### config.mk
export PLATFORM = sky130hd
export DESIGN_NAME = multdiv_iter
export DESIGN_NICKNAME = d
export VERILOG_FILES = /design/src/rtl/multdiv_iter.sv
export SDC_FILE = /design/constraint.sdc
export NUM_CORES = 1
export LEC_CHECK = 0
export CORE_MARGIN = 2
export CORE_UTILIZATION = 40
export CTS_CLUSTER_SIZE = 30
export DETAILED_ROUTE_END_ITERATION = 10
export GPL_TIMING_DRIVEN = 0
export PLACE_DENSITY = 0.66
export SYNTH_ARGS = -nofsm -noshare
export SYNTH_HDL_FRONTEND = slang
export SYNTH_SLANG_ARGS = --single-unit
### constraint.sdc
create_clock -name clock -period 7.4 [get_ports clock]
set_clock_uncertainty 0.05 [all_clocks]
set_input_delay 1.48 -clock clock [delete_from_list [all_inputs] [get_ports clock]]
set_output_delay 1.48 -clock clock [all_outputs]
set_load 0.02 [all_outputs]
### src/rtl/multdiv_iter.sv
// Iterative 32-bit signed multiplier/divider: one shift-add or restoring-divide
// step per clock, 32 steps per operation, one-cycle completion strobe.
module multdiv_iter (
  input  logic        clock,
  input  logic        reset,
  input  logic [31:0] data_operandA,
  input  logic [31:0] data_operandB,
  input  logic        ctrl_MULT,
  input  logic        ctrl_DIV,
  input  logic [31:0] in_IR,
  output logic [31:0] data_result,
  output logic        data_exception,
  output logic        data_resultRDY,
  output logic        busy,
  output logic [31:0] out_IR
);

  localparam int unsigned W  = 32;
  localparam int unsigned CW = 5;

  typedef enum logic [1:0] {S_IDLE, S_MUL, S_DIV, S_DONE} state_t;

  state_t           r_state;
  logic [CW-1:0]    r_cnt;
  logic [W-1:0]     r_opa;
  logic [W-1:0]     r_opb;
  logic [W-1:0]     r_ir;
  logic [W-1:0]     r_result;
  logic             r_exc;
  logic             r_rdy;
  logic             r_busy;
  logic [2*W-1:0]   r_acc;
  logic [2*W-1:0]   r_mcand;
  logic [W-1:0]     r_mplier;
  logic [W-1:0]     r_rem;
  logic [W-1:0]     r_quo;
  logic [W-1:0]     r_dmag;

  logic             w_can_start;
  logic             w_go_mul;
  logic             w_go_div;
  logic [W-1:0]     w_amag_in;
  logic [W-1:0]     w_bmag_in;
  logic             w_neg;
  logic             w_last;
  logic [2*W-1:0]   w_acc_next;
  logic [2*W-1:0]   w_prod;
  logic             w_mul_ovf;
  logic [W:0]       w_trial;
  logic             w_ge;
  logic [W-1:0]     w_sub;
  logic [W-1:0]     w_rem_next;
  logic [W-1:0]     w_quo_next;
  logic [W-1:0]     w_quo_signed;
  logic             w_div0;
  logic             w_div_ovf;

  // A start needs exactly one request line and a non-busy engine
  assign w_can_start = (r_state == S_IDLE) || (r_state == S_DONE);
  assign w_go_mul    = w_can_start && ctrl_MULT && !ctrl_DIV;
  assign w_go_div    = w_can_start && ctrl_DIV && !ctrl_MULT;

  assign w_amag_in = data_operandA[W-1] ? W'(-data_operandA) : data_operandA;
  assign w_bmag_in = data_operandB[W-1] ? W'(-data_operandB) : data_operandB;
  assign w_neg     = r_opa[W-1] ^ r_opb[W-1];
  assign w_last    = (r_cnt == CW'(W - 1));

  // Unsigned shift-add on magnitudes; sign applied to the full 64-bit product
  assign w_acc_next = r_mplier[0] ? (r_acc + r_mcand) : r_acc;
  assign w_prod     = w_neg ? (2*W)'(-w_acc_next) : w_acc_next;
  assign w_mul_ovf  = !((&w_prod[2*W-1:W-1]) || !(|w_prod[2*W-1:W-1]));

  // Restoring division: remainder stays below the divisor so 32 bits suffice
  assign w_trial      = {r_rem, r_quo[W-1]};
  assign w_ge         = (w_trial >= {1'b0, r_dmag});
  assign w_sub        = w_trial[W-1:0] - r_dmag;
  assign w_rem_next   = w_ge ? w_sub : w_trial[W-1:0];
  assign w_quo_next   = {r_quo[W-2:0], w_ge};
  assign w_quo_signed = w_neg ? W'(-w_quo_next) : w_quo_next;
  assign w_div0       = (r_opb == '0);
  assign w_div_ovf    = (r_opa == 32'h8000_0000) && (r_opb == 32'hFFFF_FFFF);

  always_ff @(posedge clock) begin
    if (reset) begin
      r_state  <= S_IDLE;
      r_cnt    <= '0;
      r_opa    <= '0;
      r_opb    <= '0;
      r_ir     <= '0;
      r_result <= '0;
      r_exc    <= 1'b0;
      r_rdy    <= 1'b0;
      r_busy   <= 1'b0;
      r_acc    <= '0;
      r_mcand  <= '0;
      r_mplier <= '0;
      r_rem    <= '0;
      r_quo    <= '0;
      r_dmag   <= '0;
    end else begin
      case (r_state)
        S_IDLE, S_DONE: begin
          r_state <= S_IDLE;
          r_rdy   <= 1'b0;
          r_busy  <= 1'b0;
          if (w_go_mul || w_go_div) begin
            r_state  <= w_go_mul ? S_MUL : S_DIV;
            r_busy   <= 1'b1;
            r_cnt    <= '0;
            r_opa    <= data_operandA;
            r_opb    <= data_operandB;
            r_ir     <= in_IR;
            r_acc    <= '0;
            r_mcand  <= {{W{1'b0}}, w_amag_in};
            r_mplier <= w_bmag_in;
            r_rem    <= '0;
            r_quo    <= w_amag_in;
            r_dmag   <= w_bmag_in;
          end
        end
        S_MUL: begin
          r_cnt    <= r_cnt + CW'(1);
          r_acc    <= w_acc_next;
          r_mcand  <= {r_mcand[2*W-2:0], 1'b0};
          r_mplier <= {1'b0, r_mplier[W-1:1]};
          if (w_last) begin
            r_result <= w_prod[W-1:0];
            r_exc    <= w_mul_ovf;
            r_state  <= S_DONE;
            r_rdy    <= 1'b1;
            r_busy   <= 1'b0;
          end
        end
        S_DIV: begin
          r_cnt <= r_cnt + CW'(1);
          r_rem <= w_rem_next;
          r_quo <= w_quo_next;
          if (w_last) begin
            r_result <= w_div0 ? '0 : (w_div_ovf ? 32'h8000_0000 : w_quo_signed);
            r_exc    <= w_div0 || w_div_ovf;
            r_state  <= S_DONE;
            r_rdy    <= 1'b1;
            r_busy   <= 1'b0;
          end
        end
        default: r_state <= S_IDLE;
      endcase
    end
  end

  assign data_result    = r_result;
  assign data_exception = r_exc;
  assign data_resultRDY = r_rdy;
  assign busy           = r_busy;
  assign out_IR         = r_ir;

endmodule
==> results.tsv, run 1 <==
stage	metric	value	unit
clock_tree	Root Driver	clkbuf_16	
worst_setup_path	reg2reg end	data_exception	
grt	Remaining Overflow, GRT	0	
worst_setup_path	Worst Setup SP	r_mplier[0]	
layout	NumNets Final	4051	
worst_setup_path	Worst R2R Path Depth	22	
placement	RD Place Congestion	0.9800	
layout	antenna cells	0	
placement	Port-buffer cells	165	
grt	GRT met2 Usage	44.48	%
placement	Place WS	-2569	ps
clock_tree	cts-stage hold buffer count	0	
sta	Slew Viols, Final	0	
clock_tree	Reg clk slew, reported paths	60	ps
clock_tree	Max clock buf depth	3	
placement	Area after DPL	29150	um2
yosys	ranking of synthesized cells by area	dfxtp_1 30%, nand2_1 9.1%, a21oi_1 7.8%	
worst_setup_path	CP Capture Point	data_exception	
worst_setup_path	Crit. path cell count	22	
yosys	Post-synth ARST share	0	%
drt	vias per cell	5.939	
yosys	cell area after synthesis	26420	um2
sta	Rel. slew slack	4.866	%
grt	met1 Use GR	39.34	%
die	io pins	167	
sta	Slew @ Worst Pin	1427	ps
die	die area	68130	um2
drt	DRT iter0 DRCs	3229	
power	leakage power	0.01104	uW
die	Chip Width	261.0	um
sta	Setup TNS	0	ps
drt	DRC	0	
sta	Hold Worst Slack	401.1	ps
worst_setup_path	Worst EP required	7820	ps
power	clock power share	22.1	%
layout	Design Area, Final	30660	um2
power	total internal power	5569	uW
yosys	sequential area share after synthesis	29.78	%
worst_setup_path	kind of critical path	flop to flop	
layout	Layout area overhead	16.04	%
run	Max Cap Violations	0	
power	Reg power frac	28.2	%
yosys	number of synthesized flops with an enable pin	0	
grt	met3 Use GR	4.665	%
worst_setup_path	critical path fanouts, max	28	
drt	DR pass1 iterations	6	
sta	Final WS setup	435.3	ps
grt	first-pass GRT wire length	152.3	mm
placement	Post-DP HPWL	78.95	mm
sta	# setup viols final	0	
yosys	top_reg_cell synth	dfxtp_1	
sta	RSZ-0062 raised after global routing	false	
sta	FMAX	143.6	MHz
drt	via count	28160	
clock_tree	CTS tree	yes	
drt	drt wl/cell	21.21	um
clock_tree	Worst-Skew Late Latency	600	ps
yosys	syn_nets	3843	
worst_setup_path	Most Frequent Cell on Critical Path	buf_4	
power	NetSw	4872	uW
outcome	status	finished, final reports clean	
die	initial core utilization	40.26	%
drt	total wire length	100.6	mm
worst_setup_path	Largest delay share family, worst path	buffers and inverters	
worst_setup_path	CP peak stage delay	500	ps
clock_tree	Post-CTS Setup Bufs	0	
layout	filler instances	6782	
power	pwr dens	340.5	nW/um2
power	sw frac	46.66	%
yosys	#FFs+latches synth	393	
power	Max rail drop VDD	0.1961	mV
yosys	most common library cells after synthesis	638 x nand2_1, 413 x a21oi_1, 393 x dfxtp_1	
grt	number of global-route vias before repair	25430	
yosys	Synth Instances	3638	
yosys	Yosys top cell area share	29.78	%
yosys	most frequent cell after synthesis	nand2_1	
power	total power	10440	uW
drt	DRT antenna net count	0	
yosys	post-synth top area cell	dfxtp_1	
yosys	Netlist cell types	104	
worst_setup_path	Reg-to-Reg Start	r_mplier[0]	
layout	layout cells sized above 1	4.152	%
worst_setup_path	startpoint type of the worst setup path	flop	
yosys	Syn. warnings	0	
worst_hold_path	worst min path class	flop to flop	
worst_setup_path	CP Cell Sequence	clkbuf_2 > buf_4 > buf_6 > buf_2 > buf_4 > buf_4 > mux2i_1 > ha_1 > and2_1 > o2111a_1 > o21ai_0 > nor4_4 > nand3_1 > nor4_4 > and4_1 > buf_4 > a31oi_1 > xor2_1 > a2111oi_1 > nand4b_1 > nor4_2 > o41ai_1	
worst_setup_path	crit path capture type	flop	
clock_tree	CTS H-tree lvls	2	
clock_tree	Num Clock Sinks	393	
sta	endpoints failing hold	0	
grt	Most Crowded Layer GR	met2	
die	# rows	94	
grt	initial antenna violation count	2	
power	combinational share of power	49.7	%
worst_setup_path	reg-to-reg slack, setup	440	ps
die	die height	261.0	um
grt	Total GRT Usage	28.55	%
clock_tree	total CTS buffers	45	
die	core area	65630	um2
sta	fin crit period	6965	ps
worst_setup_path	crit path buf inv count	7	
yosys	Syn Area/Cell	7.263	um2
worst_setup_path	CP max stage cell	dfxtp_2	
worst_setup_path	CP arrival	7380	ps
grt	largest net degree at the start of global routing	29	
sta	fin crit share	94.12	%
worst min path at each step:
stage | endpoint | slack, ps | start | cells after the start
floorplan | r_opa[17] | 380 | r_opa[17] | 2
global placement | r_mplier[20] | 390 | r_mplier[20] | 2
detailed placement | r_mplier[14] | 390 | r_mplier[14] | 2
CTS | r_mplier[1] | 400 | r_mplier[1] | 2
global route | r_mplier[16] | 420 | r_mplier[16] | 2
finish | r_mplier[24] | 400 | r_mplier[24] | 2
stage by stage:
stage / utilization, % / std cells
floorplan: - / 3638
global placement: 44.42 / 4667
detailed placement: 44.42 / 4667
CTS: 46.72 / 4743
global route: 46.72 / 4742
finish: 46.72 / 4742
cell families after synthesis:
family,synth area share [%]
AO/OA/AOI/OAI,26.86
buffers and inverters,4.868
flip-flops,29.78
adder cells (fa/ha/maj),5.029
AND/OR/NAND/NOR,25.56
multiplexers,1.762
XOR/XNOR,6.151
flip-flops by register name, indices dropped and copies added (netlist names):
register and count:
busy 1, data_exception 1, r_opb 32, r_rem 32
r_opa 32, data_result 32, r_state 2, r_mplier 32
r_acc 64, r_cnt 5, data_resultRDY 1, r_quo 32
out_IR 32, r_dmag 31, r_mcand 64
worst register-to-register path: cells and delay by family, from the launching register on:
| family | cells | cell delay (ps) |
|---|---|---|
| buf+inv | 7 | 2270 |
| simple gates | 7 | 2080 |
| compound gates | 5 | 1160 |
| flops | 1 | 500 |
| mux | 1 | 380 |
| fa+ha+maj | 1 | 240 |
| xor+xnor | 1 | 180 |
area by class of cell:
type | instances | area, um2 | area share [%]
clock inverters | 15 | 225.2 | 0.7346
inverters | 83 | 311.5 | 1.016
well taps | 864 | 1081 | 3.526
flip-flops and latches | 393 | 7869 | 25.67
plain buffers | 243 | 974.7 | 3.179
repair buffers | 165 | 1652 | 5.387
clock buffers | 64 | 1247 | 4.069
multi-input cells | 2915 | 17300 | 56.42
per-layer routing:
metal  vias to the layer above  share of wire, %
met2                      1165                44
met3                       190               8.0
met4                         0               4.1
met5                         -                 0
li1                      13550                 -
met1                     13250                44
layout by cell type, fill, tap and decap left out, types with 32 or more instances in the layout:
| master | Yosys | layout |
|---|---|---|
| clkbuf_1 | 194 | 206 |
| clkbuf_16 | 0 | 45 |
| a31oi_1 | 57 | 57 |
| or3_1 | 36 | 36 |
| o31ai_1 | 33 | 33 |
| nand3_1 | 100 | 100 |
| mux2i_1 | 36 | 36 |
| xor2_1 | 89 | 89 |
| a21o_1 | 48 | 48 |
| o21ai_0 | 208 | 208 |
| ha_1 | 103 | 103 |
| a21oi_1 | 413 | 413 |
| clkdlybuf4s50_1 | 0 | 165 |
| dfxtp_1 | 393 | 392 |
| inv_1 | 81 | 81 |
| a211oi_1 | 70 | 70 |
| nand2_1 | 638 | 638 |
| nand4_1 | 56 | 56 |
| nor3_1 | 63 | 63 |
| xnor2_1 | 94 | 94 |
| nor2_1 | 352 | 352 |
| nor2b_1 | 32 | 32 |
timing repair:
item                       4_1_cts  5_1_grt
setup endpoints to repair       13        1
pin swaps                        1        0
resized for setup               13        1
power by group through the flow:
stage	clock network, uW	logic, uW	registers (uW)
2_1_floorplan	0	3460	2820
3_3_place_gp	0	5010	2940
3_5_place_dp	0	5010	2960
4_1_cts	2320	5070	2910
5_1_grt	2410	5590	2970
6_report	2300	5190	2950
(Power assumes the default switching activity.)
==> run 2, diff against run 1 <==
Settings changed: GPL_ROUTABILITY_DRIVEN from default to 1.
==> results of run 2 <==
No change in the layout: final DEF, timing and power equal those of run 1.
